`src/rtl/mips_pkg.sv`:
```
// mips_pkg: shared MIPS encoding constants for the IF/ID stage.
//   - Bit offsets and widths of the op, rs, rt, rd, funct and imm16 fields.
//   - NOP encoding driven on the decode side whenever nothing valid is held.
//   - State encoding of the optional two-entry skid buffer.
package mips_pkg;

    localparam int unsigned OpLsb    = 26;
    localparam int unsigned OpW      = 6;
    localparam int unsigned RsLsb    = 21;
    localparam int unsigned RsW      = 5;
    localparam int unsigned RtLsb    = 16;
    localparam int unsigned RtW      = 5;
    localparam int unsigned RdLsb    = 11;
    localparam int unsigned RdW      = 5;
    localparam int unsigned FunctLsb = 0;
    localparam int unsigned FunctW   = 6;
    localparam int unsigned Imm16Lsb = 0;
    localparam int unsigned Imm16W   = 16;

    // sll $0,$0,0
    localparam logic [31:0] NopInstr = 32'h0000_0000;

    typedef enum logic [1:0] {
        StEmpty = 2'd0,
        StOne   = 2'd1,
        StFull  = 2'd2
    } skid_state_e;

endpackage

```
`src/rtl/if_id_skid.sv`:
```
// if_id_skid: two-entry skid buffer between fetch and decode.
//   clk_i, rst_i       : clock, synchronous active-high reset
//   flush_i            : drop both entries and the same-cycle input transfer
//   in_valid_i/in_ready_o/in_pc_i/in_instr_i     : upstream handshake; in_ready_o is a register
//   out_valid_o/out_ready_i/out_pc_o/out_instr_o : downstream handshake, head entry
// Head holds the oldest entry; the skid entry only fills when the head is stalled.
module if_id_skid
    import mips_pkg::*;
#(
    parameter int unsigned PC_W    = 32,
    parameter int unsigned INSTR_W = 32
) (
    input  logic               clk_i,
    input  logic               rst_i,
    input  logic               flush_i,
    input  logic               in_valid_i,
    output logic               in_ready_o,
    input  logic [PC_W-1:0]    in_pc_i,
    input  logic [INSTR_W-1:0] in_instr_i,
    output logic               out_valid_o,
    input  logic               out_ready_i,
    output logic [PC_W-1:0]    out_pc_o,
    output logic [INSTR_W-1:0] out_instr_o
);

    skid_state_e        state_q, state_d;
    logic               ready_q;
    logic [PC_W-1:0]    head_pc_q, head_pc_d, skid_pc_q, skid_pc_d;
    logic [INSTR_W-1:0] head_instr_q, head_instr_d, skid_instr_q, skid_instr_d;
    logic               accept, consume;

    assign in_ready_o  = ready_q;
    assign out_valid_o = (state_q != StEmpty);
    assign out_pc_o    = head_pc_q;
    assign out_instr_o = head_instr_q;

    assign accept  = in_valid_i && ready_q;
    assign consume = out_valid_o && out_ready_i;

    always_comb begin
        state_d      = state_q;
        head_pc_d    = head_pc_q;
        head_instr_d = head_instr_q;
        skid_pc_d    = skid_pc_q;
        skid_instr_d = skid_instr_q;
        if (flush_i) begin
            state_d = StEmpty;
        end else begin
            unique case (state_q)
                StEmpty: begin
                    if (accept) begin
                        head_pc_d    = in_pc_i;
                        head_instr_d = in_instr_i;
                        state_d      = StOne;
                    end
                end
                StOne: begin
                    if (accept && consume) begin
                        head_pc_d    = in_pc_i;
                        head_instr_d = in_instr_i;
                    end else if (accept) begin
                        skid_pc_d    = in_pc_i;
                        skid_instr_d = in_instr_i;
                        state_d      = StFull;
                    end else if (consume) begin
                        state_d = StEmpty;
                    end
                end
                StFull: begin
                    // ready_q is low here, so no accept can coincide
                    if (consume) begin
                        head_pc_d    = skid_pc_q;
                        head_instr_d = skid_instr_q;
                        state_d      = StOne;
                    end
                end
                default: state_d = StEmpty;
            endcase
        end
    end

    always_ff @(posedge clk_i) begin
        if (rst_i) begin
            state_q      <= StEmpty;
            ready_q      <= 1'b1;
            head_pc_q    <= '0;
            head_instr_q <= '0;
            skid_pc_q    <= '0;
            skid_instr_q <= '0;
        end else begin
            state_q      <= state_d;
            // Registered ready: derived from next state, so no path from out_ready_i
            ready_q      <= (state_d != StFull);
            head_pc_q    <= head_pc_d;
            head_instr_q <= head_instr_d;
            skid_pc_q    <= skid_pc_d;
            skid_instr_q <= skid_instr_d;
        end
    end

endmodule

```
`src/rtl/if_id_stage.sv`:
```
// if_id_stage: IF/ID pipeline register with valid/ready handshakes and flush.
//   clk_i, rst_i                          : clock, synchronous active-high reset
//   f_valid_i/f_ready_o/f_pc_i/f_instr_i  : fetch-side handshake
//   flush_i                               : discard held and incoming instructions
//   d_valid_o/d_ready_i/d_pc_o/d_instr_o  : decode-side handshake
//   d_rs_o, d_rt_o, d_rd_o, d_op_o, d_funct_o, d_imm16_o : fields sliced from d_instr_o
// Build option: define IF_ID_SKID_EN for a two-entry skid buffer with registered
// f_ready_o; otherwise a single register with f_ready_o = !d_valid_o || d_ready_i.
// d_instr_o reads as NOP and d_pc_o as zero whenever d_valid_o is low.
module if_id_stage
    import mips_pkg::*;
#(
    parameter int unsigned PC_W    = 32,
    parameter int unsigned INSTR_W = 32
) (
    input  logic               clk_i,
    input  logic               rst_i,
    input  logic               f_valid_i,
    output logic               f_ready_o,
    input  logic [PC_W-1:0]    f_pc_i,
    input  logic [INSTR_W-1:0] f_instr_i,
    input  logic               flush_i,
    output logic               d_valid_o,
    input  logic               d_ready_i,
    output logic [PC_W-1:0]    d_pc_o,
    output logic [INSTR_W-1:0] d_instr_o,
    output logic [4:0]         d_rs_o,
    output logic [4:0]         d_rt_o,
    output logic [4:0]         d_rd_o,
    output logic [5:0]         d_op_o,
    output logic [5:0]         d_funct_o,
    output logic [15:0]        d_imm16_o
);

    logic               hold_valid;
    logic [PC_W-1:0]    hold_pc;
    logic [INSTR_W-1:0] hold_instr;

`ifdef IF_ID_SKID_EN

    logic skid_ready;

    if_id_skid #(
        .PC_W    (PC_W),
        .INSTR_W (INSTR_W)
    ) u_skid (
        .clk_i       (clk_i),
        .rst_i       (rst_i),
        .flush_i     (flush_i),
        .in_valid_i  (f_valid_i),
        .in_ready_o  (skid_ready),
        .in_pc_i     (f_pc_i),
        .in_instr_i  (f_instr_i),
        .out_valid_o (hold_valid),
        .out_ready_i (d_ready_i),
        .out_pc_o    (hold_pc),
        .out_instr_o (hold_instr)
    );

    // Reset cycles never advertise space
    assign f_ready_o = skid_ready && !rst_i;

`else

    logic               valid_q, valid_d;
    logic [PC_W-1:0]    pc_q, pc_d;
    logic [INSTR_W-1:0] instr_q, instr_d;
    logic               accept, consume;

    assign f_ready_o = !rst_i && (!valid_q || d_ready_i);
    assign accept    = f_valid_i && f_ready_o;
    assign consume   = valid_q && d_ready_i;

    always_comb begin
        valid_d = valid_q;
        pc_d    = pc_q;
        instr_d = instr_q;
        if (flush_i) begin
            valid_d = 1'b0;
        end else if (accept) begin
            valid_d = 1'b1;
            pc_d    = f_pc_i;
            instr_d = f_instr_i;
        end else if (consume) begin
            valid_d = 1'b0;
        end
    end

    always_ff @(posedge clk_i) begin
        if (rst_i) begin
            valid_q <= 1'b0;
            pc_q    <= '0;
            instr_q <= '0;
        end else begin
            valid_q <= valid_d;
            pc_q    <= pc_d;
            instr_q <= instr_d;
        end
    end

    assign hold_valid = valid_q;
    assign hold_pc    = pc_q;
    assign hold_instr = instr_q;

`endif

    assign d_valid_o = hold_valid;
    assign d_pc_o    = hold_valid ? hold_pc : '0;
    assign d_instr_o = hold_valid ? hold_instr : INSTR_W'(NopInstr);

    assign d_op_o    = d_instr_o[OpLsb    +: OpW];
    assign d_rs_o    = d_instr_o[RsLsb    +: RsW];
    assign d_rt_o    = d_instr_o[RtLsb    +: RtW];
    assign d_rd_o    = d_instr_o[RdLsb    +: RdW];
    assign d_funct_o = d_instr_o[FunctLsb +: FunctW];
    assign d_imm16_o = d_instr_o[Imm16Lsb +: Imm16W];

endmodule

```
`config.mk`:
```
export PLATFORM = sky130hd
export DESIGN_NAME = if_id_stage
export DESIGN_NICKNAME = d
export VERILOG_FILES = /design/src/rtl/mips_pkg.sv /design/src/rtl/if_id_skid.sv /design/src/rtl/if_id_stage.sv
export SDC_FILE = /design/constraint.sdc
export NUM_CORES = 1
export LEC_CHECK = 0
export ABC_AREA = 1
export CORE_ASPECT_RATIO = 0.8
export CORE_MARGIN = 2
export CORE_UTILIZATION = 47
export DETAILED_ROUTE_END_ITERATION = 8
export HOLD_SLACK_MARGIN = 0.15
export PLACE_DENSITY = 0.94
export SETUP_SLACK_MARGIN = 0.2
export SYNTH_ARGS = -nofsm -noshare
export SYNTH_HDL_FRONTEND = slang
export SYNTH_SLANG_ARGS = --single-unit
```
`constraint.sdc`:
```
create_clock -name clk_i -period 2.07 [get_ports clk_i]
set_input_delay 0.414 -clock clk_i [delete_from_list [all_inputs] [get_ports clk_i]]
set_output_delay 0.414 -clock clk_i [all_outputs]
set_load 0.03 [all_outputs]
```
==> reports/qor.yml, run 1 <==
io_buffers: 177
wl_met1_um: 4410
whs_endpoint: "hold_instr[24]"
post-route-min-period_ns: 1.73
worstSetupPathType: "flop to output pin"
cts.sinks: 65
crit_chain: "buf_4 -> nand2_1 -> inv_1 -> buf_4"
area_growth_pct: 36.2
die_area_mm2: 0.00986
hold_viol: 0
rr_worst_depth: 7
avgSynthCellArea_um2: 5.83
synth_seq_cells: 65
coreArea_mm2: 0.00892
wl_um: 10500
wl_per_cell_um: 10.9
ys_seq_area_share_pct: 30.5
grt_pass1_wl_um: 17400
gr-total-overflow: 0
endpoint_kind: "output pin"
dp_hpwl_um: 7390
grt_start_max_net_pins: 45
dr.pass1.iters: 4
yosysTopAreaCell: "dfxtp_1"
fillers: 836
worst_hold_startpoint: "hold_instr[24]"
grt_use_total_pct: 21.6
yosys-top-cells-area: "dfxtp_1 (31%), inv_1 (23%), nand2_1 (17%)"
via_per_inst: 4.39
setup_violations: 0
place_ws_ns: 0.250
timing.rr.end: "hold_instr[23]"
yosysTopAreaCellShare_pct: 30.5
cts_root_buf: "clkbuf_16"
drive_gt1_share_pct: 16.5
finalSetupTns_ns: 0
p_leak_uw: 0.00368
drc: 0
setup_slack_ns: 0.343
cp_top_family: "buffers and inverters"
worst-path-buf-inv: 3
post_cts_buffers: 0
rsz0062_at_grt: "false"
syn-cell-area_mm2: 0.00426
cts_max_path_buffers: 2
netlist-cell-type-count: 15
cp_num_cells: 4
ff2ff_setup_slack_ns: 0.72
post_cts_resized: 0
crit_arrival_ns: 1.31
initial_core_util_pct: 47.8
critPathLaunchType: "flop"
whs_path_depth: 4
rows: 31
critPathMaxFanout: 24
synth_cells: 732
wl_met3_um: 915
num_vias: 4254
highest_layer: "met4"
r2r-start: "d_valid_o"
syn_nets: 801
nets: 918
period_share_pct: 83.4
drv_cap: 0
min_path_type: "flop to flop"
critPathSlowestCell: "dfxtp_2"
cts_hold_buf: 0
clk_pin_slew_worst_paths_ns: 0.06
relSlewSlack_pct: 73.3
cpMostUsedCell: "buf_4"
vdd_drop_max_mv: 0.427
first_iter_violations: 187
diodes: 0
clk_latency_ns: 0.32
ant_nets: 0
grt_pass1_vias: 3878
cts_buffers: 9
io_pins: 178
status: "finished, final reports clean"
wl_met2_um: 5120
ys_warn_count: 0
slowest_delay_ns: 0.35
cts_tree: "yes"
die_h_um: 89.2
die_x_um: 110
required_ns: 1.66
final_max_slew_viol_count: 0
power_density_mw_per_mm2: 592
fin_skew_ns: 0.00777
fmax_ghz: 0.579
gp_congestion: 0.791
antenna_found_initial: 0
worst_slew_pin_slew_ns: 0.400
h-tree-depth: 3
-- cells in the final DEF, fill, tap and decap left out, types with 2 or more instances in the layout --
cell / instances
buf_4: 113
clkinv_2: 2
inv_1: 257
clkbuf_16: 9
nor2_1: 64
dfxtp_1: 64
nand2_1: 192
clkbuf_8: 2
buf_12: 8
a21oi_1: 2
nand4_1: 64
clkdlybuf4s50_1: 67
-- metrics by stage --
stage | cells | utilization [%] | hold WS [ns] | instance area (um^2) | total power (uW)
finish | 968 | 65.1 | 0.504 | 5810 | 3440
global route | 968 | 65.1 | 0.531 | 5810 | 3610
CTS | 968 | 65.1 | 0.506 | 5810 | 3480
detailed placement | 953 | 61.8 | 0.495 | 5510 | 1970
global placement | 953 | 61.8 | 0.495 | 5510 | 1950
floorplan | 732 | - | 0.483 | 4270 | 1740
-- logic make-up (layout without fill, tap and decap cells) --
kind of cell,Yosys count,after routing,share of synthesized area (%)
buffers and inverters,341,462,36.4
AND/OR/NAND/NOR,324,324,32.8
flip-flops,65,65,30.5
AO/OA/AOI/OAI,2,2,0.235
-- sequential cells by signal, summed over array words and instances (netlist names) --
signal	cells
hold_pc	32
d_valid_o	1
hold_instr	32
-- cells in the mapped netlist --
cell / instances
a21oi_1: 2
inv_2: 1
nand4_1: 64
nor2_4: 1
nor2_1: 64
clkbuf_1: 3
buf_2: 12
inv_1: 257
nand3_4: 1
nand2_1: 193
buf_4: 55
buf_1: 6
dfxtp_1: 65
buf_6: 7
nor3_1: 1
-- worst reg2reg max path, stage by stage, from the launching register on --
cell	delay [ns]
dfxtp_2	0.35
buf_12	0.22
nand2_2	0.16
nand3_4	0.12
buf_12	0.20
nand2_1	0.09
inv_1	0.06
nor2_1	0.04
-- power breakdown --
group          internal (uW)  switching, uW
sequential              1320           32.6
combinational            270            320
clock                    986            508
total                   2580            860
-- worst max-delay path by stage --
stage,start,end
final,d_valid_o,d_rd_o[2]
after global routing,d_valid_o,d_imm16_o[11]
after CTS,d_valid_o,d_rd_o[4]
after detailed placement,rst_i,hold_pc[0]
after global placement,rst_i,hold_pc[2]
after floorplan,d_valid_o,d_imm16_o[0]
-- area by class of cell --
type                       count  area, um^2  area share [%]
tap                          115         144            2.48
timing repair buffer         189        1680            29.0
sequential                    65        1300            22.4
clock inverter                 3        40.0           0.690
clock buffer                  12         256            4.42
inverter                     258         968            16.7
multi-input combinational    326        1410            24.3
-- per-layer routing --
metal,vias to the layer above,GRT usage (%)
li1,2235,-
met4,0,5.80
met3,8,6.92
met2,162,38.7
met5,-,0
met1,1849,25.6
(Power assumes the default switching activity.)
==> run 2: changes to the inputs <==
--- a/config.mk
+++ b/config.mk
@@ -8,10 +8,10 @@
 export ABC_AREA = 1
 export CORE_ASPECT_RATIO = 0.8
 export CORE_MARGIN = 2
-export CORE_UTILIZATION = 47
+export CORE_UTILIZATION = 39
 export DETAILED_ROUTE_END_ITERATION = 8
 export HOLD_SLACK_MARGIN = 0.15
-export PLACE_DENSITY = 0.94
+export PLACE_DENSITY = 0.84
 export SETUP_SLACK_MARGIN = 0.2
 export SYNTH_ARGS = -nofsm -noshare
 export SYNTH_HDL_FRONTEND = slang
==> constraint.sdc (replaced) <==
create_clock -name clk_i -period 1.5 [get_ports clk_i]
set_input_delay 0.3 -clock clk_i [delete_from_list [all_inputs] [get_ports clk_i]]
set_output_delay 0.3 -clock clk_i [all_outputs]
set_load 0.03 [all_outputs]
==> reports/qor.yml, run 2 (synthesized netlist as in run 1, its figures left out) <==
status: "finished with violations"  # was finished, final reports clean
failed_checks: "setup timing"
nets: 947  # was 918
io_buffers: 177  # unchanged
gr-usage-met2_pct: 31.1  # was 38.7%
place_ws_ns: -0.131  # was 0.250 ns
gr-total-overflow: 0  # unchanged
min_path_type: "input port to flop"  # was flop to flop
grt_pass1_wl_um: 17400  # about the same
fmax_ghz: 0.636
via_per_inst: 4.40  # was 4.39
final_design_area_no_fill_mm2: 0.00724  # was 0.00581 mm^2
p_leak_uw: 0.00426  # was 0.00368 uW
final_max_slew_viol_count: 0  # unchanged
num_vias: 4521  # was 4,254
ant_nets: 0  # unchanged
setup_violations: 139  # was 0
drc: 0  # unchanged
dr.pass1.iters: 4  # unchanged
endpoint_kind: "flop"  # was output pin
io_pins: 178  # unchanged
dp_hpwl_um: 7310  # was 7390 um
antenna_found_initial: 0  # unchanged
h-tree-depth: 3  # unchanged
wl_um: 13800  # was 10,500 um
wl_per_cell_um: 13.4  # was 10.9 um
fin_hold_ws_ns: 0.483  # was 0.504 ns
cts_buffers: 9  # unchanged
crit_arrival_ns: 1.83  # was 1.31 ns
final_cell_mix: "inv_1 (196), nand2_1 (123), buf_6 (111)"  # was inv_1 (257), nand2_1 (192), buf_4 (113)
relSlewSlack_pct: 80.1  # was 73.3%
cts_tree: "yes"  # unchanged
grtUsageMet1_pct: 20.9  # was 25.6%
final_common_cell: "inv_1"  # unchanged
drive_gt1_share_pct: 35.3  # was 16.5%
rows: 34  # was 31
worstSetupPathType: "flop to flop"  # was flop to output pin
fin_skew_ns: 0.00527  # was 0.00777 ns
cts.sinks: 65  # unchanged
place_area_mm2: 0.00569  # was 0.00551 mm^2
grt_start_max_net_pins: 40  # was 45
cts_hold_buf: 0  # unchanged
grt_use_total_pct: 18.2  # was 21.6%
vdd_drop_max_mv: 0.572  # was 0.427 mV
initial_core_util_pct: 39.6  # was 47.8%
setup_slack_ns: -0.0718  # was 0.343 ns
critPathLaunchType: "flop"  # unchanged
period_share_pct: 105
clk_pin_slew_worst_paths_ns: 0.05  # was 0.06 ns
power_density_mw_per_mm2: 688  # was 592 mW/mm^2
grt_pass1_vias: 3863  # was 3,878
required_ns: 1.76  # was 1.66 ns
grt_most_used_layer: "met2"  # unchanged
area_growth_pct: 69.8  # was 36.2%
drv_cap: 0  # unchanged
use_met3_pct: 8.16  # was 6.92%
hold_viol: 0  # unchanged
rsz0062_at_grt: "true"  # was false
gp_congestion: 0.774  # was 0.791
die_area_mm2: 0.0118  # was 0.00986 mm^2
clk_latency_ns: 0.33  # was 0.32 ns
diodes: 0  # unchanged
worst_slew_pin_slew_ns: 0.297  # was 0.400 ns
post-route-min-period_ns: 1.57
cts_root_buf: "clkbuf_16"  # unchanged
first_iter_violations: 261  # was 187
cts_max_path_buffers: 2  # unchanged
die_h_um: 97.5  # was 89.2 um
critPathMaxFanout: 8  # was 24
coreArea_mm2: 0.0108  # was 0.00892 mm^2
die_x_um: 121  # was 110 um
run 2: area by class of cell:
type	instances	area, um^2
clock inverter	4	45.0
inverter	258	1040
sequential	65	1310
fill	869	3520
tap	144	180
multi-input combinational	326	1840
clock buffer	12	236
timing repair buffer	218	2600
run 2: where the power goes:
group	internal [uW]	switching, uW	total (uW)
clock network	1280	727	2010
logic	526	567	1090
registers	1820	68.5	1890
run 2: per-layer routing:
layer / wire length, um / vias to the layer above
li1: - / 2304
met1: 5770 / 2037
met2: 6820 / 170
met3: 1080 / 10
met4: 101 / 0
met5: 0 / -
run 2: stage by stage:
stage	setup TNS, ns	utilization, %	total power, uW	instances
4_1_cts	-2.85	57.8	4780	1005
2_1_floorplan	0	-	2420	732
6_report	-4.95	67.3	4990	1027
5_1_grt	-14.40	67.3	5230	1027
3_5_place_dp	-6.23	52.8	2740	987
3_3_place_gp	-3.85	52.8	2720	987
run 2: path summary, 6_finish.rpt:
| check | slack, ns | start | cells after the start | end |
|---|---|---|---|---|
| worst max-delay path | -0.07 | d_valid_o | 9 | hold_pc[9] |
| worst min register to register | 0.51 | hold_instr[22] | 4 | hold_instr[22] |
| worst max register to register | -0.07 | d_valid_o | 9 | hold_pc[9] |
| worst min-delay path | 0.48 | rst_i | 3 | d_valid_o |
run 2: worst max-delay path, stage by stage (launching register included):
cell	delay, ns
dfxtp_4	0.36
buf_6	0.14
buf_6	0.12
buf_6	0.12
nand2_8	0.07
nand3_4	0.20
buf_2	0.25
nand2_1	0.07
inv_1	0.05
nor2_1	0.12
run 2: repair_timing:
action,4_1_cts,5_1_grt
endpoints found under the setup margin,109,125
pin swaps,2,52
buffers inserted,2,7
gates resized for setup,65,212
gates cloned,0,15
==> run 3: changes to the inputs <==
--- a/config.mk
+++ b/config.mk
@@ -13,6 +13,8 @@
 export HOLD_SLACK_MARGIN = 0.15
 export PLACE_DENSITY = 0.84
 export SETUP_SLACK_MARGIN = 0.2
+export SKIP_CTS_REPAIR_TIMING = 1
+export SLEW_MARGIN = 25
 export SYNTH_ARGS = -nofsm -noshare
 export SYNTH_HDL_FRONTEND = slang
 export SYNTH_SLANG_ARGS = --single-unit
==> reports/qor.yml, run 3 (synthesized netlist as in run 1, its figures left out) <==
whs_endpoint: "d_valid_o"  # unchanged
rr_worst_depth: 7  # was 9
timing.rr.end: "hold_pc[12]"  # was hold_pc[9]
grt_pass1_wl_um: 16700  # was 17,400 um
r2r-start: "d_valid_o"  # unchanged
total_power_uw: 4830  # was 4990 uW
required_ns: 1.20  # was 1.76 ns
final_common_cell: "inv_1"  # unchanged
first_iter_violations: 230  # was 261
final_max_slew_viol_count: 0  # unchanged
crit_arrival_ns: 1.28  # was 1.83 ns
worstSetupPathType: "flop to output pin"  # was flop to flop
hold_viol: 0  # unchanged
fin_skew_ns: 0.00849  # was 0.00527 ns
clk_latency_ns: 0.33  # about the same
sw_frac_of_total_pct: 26.2  # was 27.3%
pwr-share-clk_pct: 41.6  # was 40.2%
cts_tree: "yes"  # unchanged
via_per_inst: 4.21  # was 4.40
rsz0062_at_grt: "true"  # unchanged
fillers: 986  # was 869
drive_gt1_share_pct: 24.5  # was 35.3%
coreArea_mm2: 0.0108  # unchanged
relSlewSlack_pct: 80.5  # was 80.1%
critPathMaxFanout: 4  # was 8
gr-total-overflow: 0  # unchanged
h-tree-depth: 3  # unchanged
nets: 936  # was 947
initial_core_util_pct: 39.6  # unchanged
power_frac_comb_pct: 19.7  # was 21.9%
pwr-share-seq_pct: 38.7  # was 37.9%
num_vias: 4277  # was 4,521
diodes: 0  # unchanged
wl_per_cell_um: 11.7  # was 13.4 um
antenna_found_initial: 0  # unchanged
io_pins: 178  # unchanged
setup_violations: 107  # was 139
dp_hpwl_um: 7310  # unchanged
fin_hold_ws_ns: 0.233  # was 0.483 ns
p_int_uw: 3560  # was 3620 uW
gp_congestion: 0.774  # unchanged
critPathLaunchType: "flop"  # unchanged
whs_path_depth: 2  # was 3
failed_checks: "setup timing"  # unchanged
cts_buffers: 9  # unchanged
min_path_type: "input port to flop"  # unchanged
drv_cap: 0  # unchanged
area_growth_pct: 53.7  # was 69.8%
die_area_mm2: 0.0118  # unchanged
cts_max_path_buffers: 2  # unchanged
dr.pass1.iters: 4  # unchanged
fin_util_pct: 60.9  # was 67.3%
clk_pin_slew_worst_paths_ns: 0.05  # about the same
setup_slack_ns: -0.0802  # was -0.0718 ns
ff2ff_setup_slack_ns: 0.19  # was -0.07 ns
endpoint_kind: "output pin"  # was flop
final_cell_mix: "inv_1 (221), nand2_1 (173), buf_6 (76)"  # was inv_1 (196), nand2_1 (123), buf_6 (111)
p_leak_uw: 0.00385  # was 0.00426 uW
grt_pass1_vias: 3744  # was 3,863
vdd_drop_max_mv: 0.574  # was 0.572 mV
p_sw_uw: 1260  # was 1360 uW
power_density_mw_per_mm2: 737  # was 688 mW/mm^2
die_h_um: 97.5  # unchanged
die_x_um: 121  # unchanged
finalSetupTns_ns: -3.46  # was -4.95 ns
grt_use_total_pct: 17.5  # was 18.2%
wl_um: 11900  # was 13,800 um
fmax_ghz: 0.633  # was 0.636 GHz
status: "finished with violations"  # unchanged
rows: 34  # unchanged
cts.sinks: 65  # unchanged
drc: 0  # unchanged
ant_nets: 0  # unchanged
grt_start_max_net_pins: 40  # unchanged
period_share_pct: 105  # about the same
worst_slew_pin_slew_ns: 0.293  # was 0.297 ns
worst_hold_startpoint: "flush_i"  # was rst_i
cts_root_buf: "clkbuf_16"  # unchanged
post-route-min-period_ns: 1.58  # was 1.57 ns
io_buffers: 177  # unchanged
-- run 3: layer usage --
layer | share of wire (%) | vias up | wire (um) | global-route usage [%]
met5 | 0 | - | 0 | 0
met4 | 1.4 | 0 | 166 | 3.49
met3 | 9.3 | 14 | 1110 | 8.04
met2 | 48 | 160 | 5690 | 29.7
met1 | 42 | 1829 | 4960 | 20.1
li1 | - | 2274 | - | -
-- run 3: layout make-up --
type / instances / area (um^2) / share of cell area, %
Clock buffer: 12 / 236 / 3.61
Multi-Input combinational cell: 326 / 1470 / 22.5
Sequential cell: 65 / 1310 / 19.9
Tap cell: 144 / 180 / 2.75
Inverter: 258 / 1010 / 15.4
Clock inverter: 4 / 45.0 / 0.687
Timing Repair Buffer: 207 / 2300 / 35.1
-- run 3: worst max-delay path by stage --
stage               from     endpoint  slack (ns)  depth (start not counted)
6_report       d_valid_o    f_ready_o       -0.08                          4
5_1_grt        d_valid_o    d_rs_o[2]       -0.12                          5
4_1_cts        d_valid_o    d_pc_o[9]       -0.19                          4
3_5_place_dp       rst_i  hold_pc[27]       -0.13                          7
3_3_place_gp       rst_i  hold_pc[17]       -0.07                          7
2_1_floorplan  d_valid_o    d_op_o[0]        0.16                          5
-- run 3: stage by stage --
stage	worst slack, ns	area [um^2]	cells
after floorplan	0.160	4500	732
after global placement	-0.0686	5690	987
after detailed placement	-0.131	5690	987
after CTS	-0.190	5970	1003
after global routing	-0.125	6550	1016
final	-0.0802	6550	1016
-- run 3: power by group through the flow --
stage	Clock [uW]	Sequential (uW)	Combinational, uW
finish	2010	1870	952
global route	2130	1880	1050
CTS	2060	1870	836
detailed placement	0	1910	830
global placement	0	1900	822
floorplan	0	1890	528
-- run 3: critical path: stages (launching register included) --
cell,delay (ns)
dfxtp_4,0.35
buf_2,0.15
buf_4,0.15
a21oi_2,0.15
buf_6,0.15
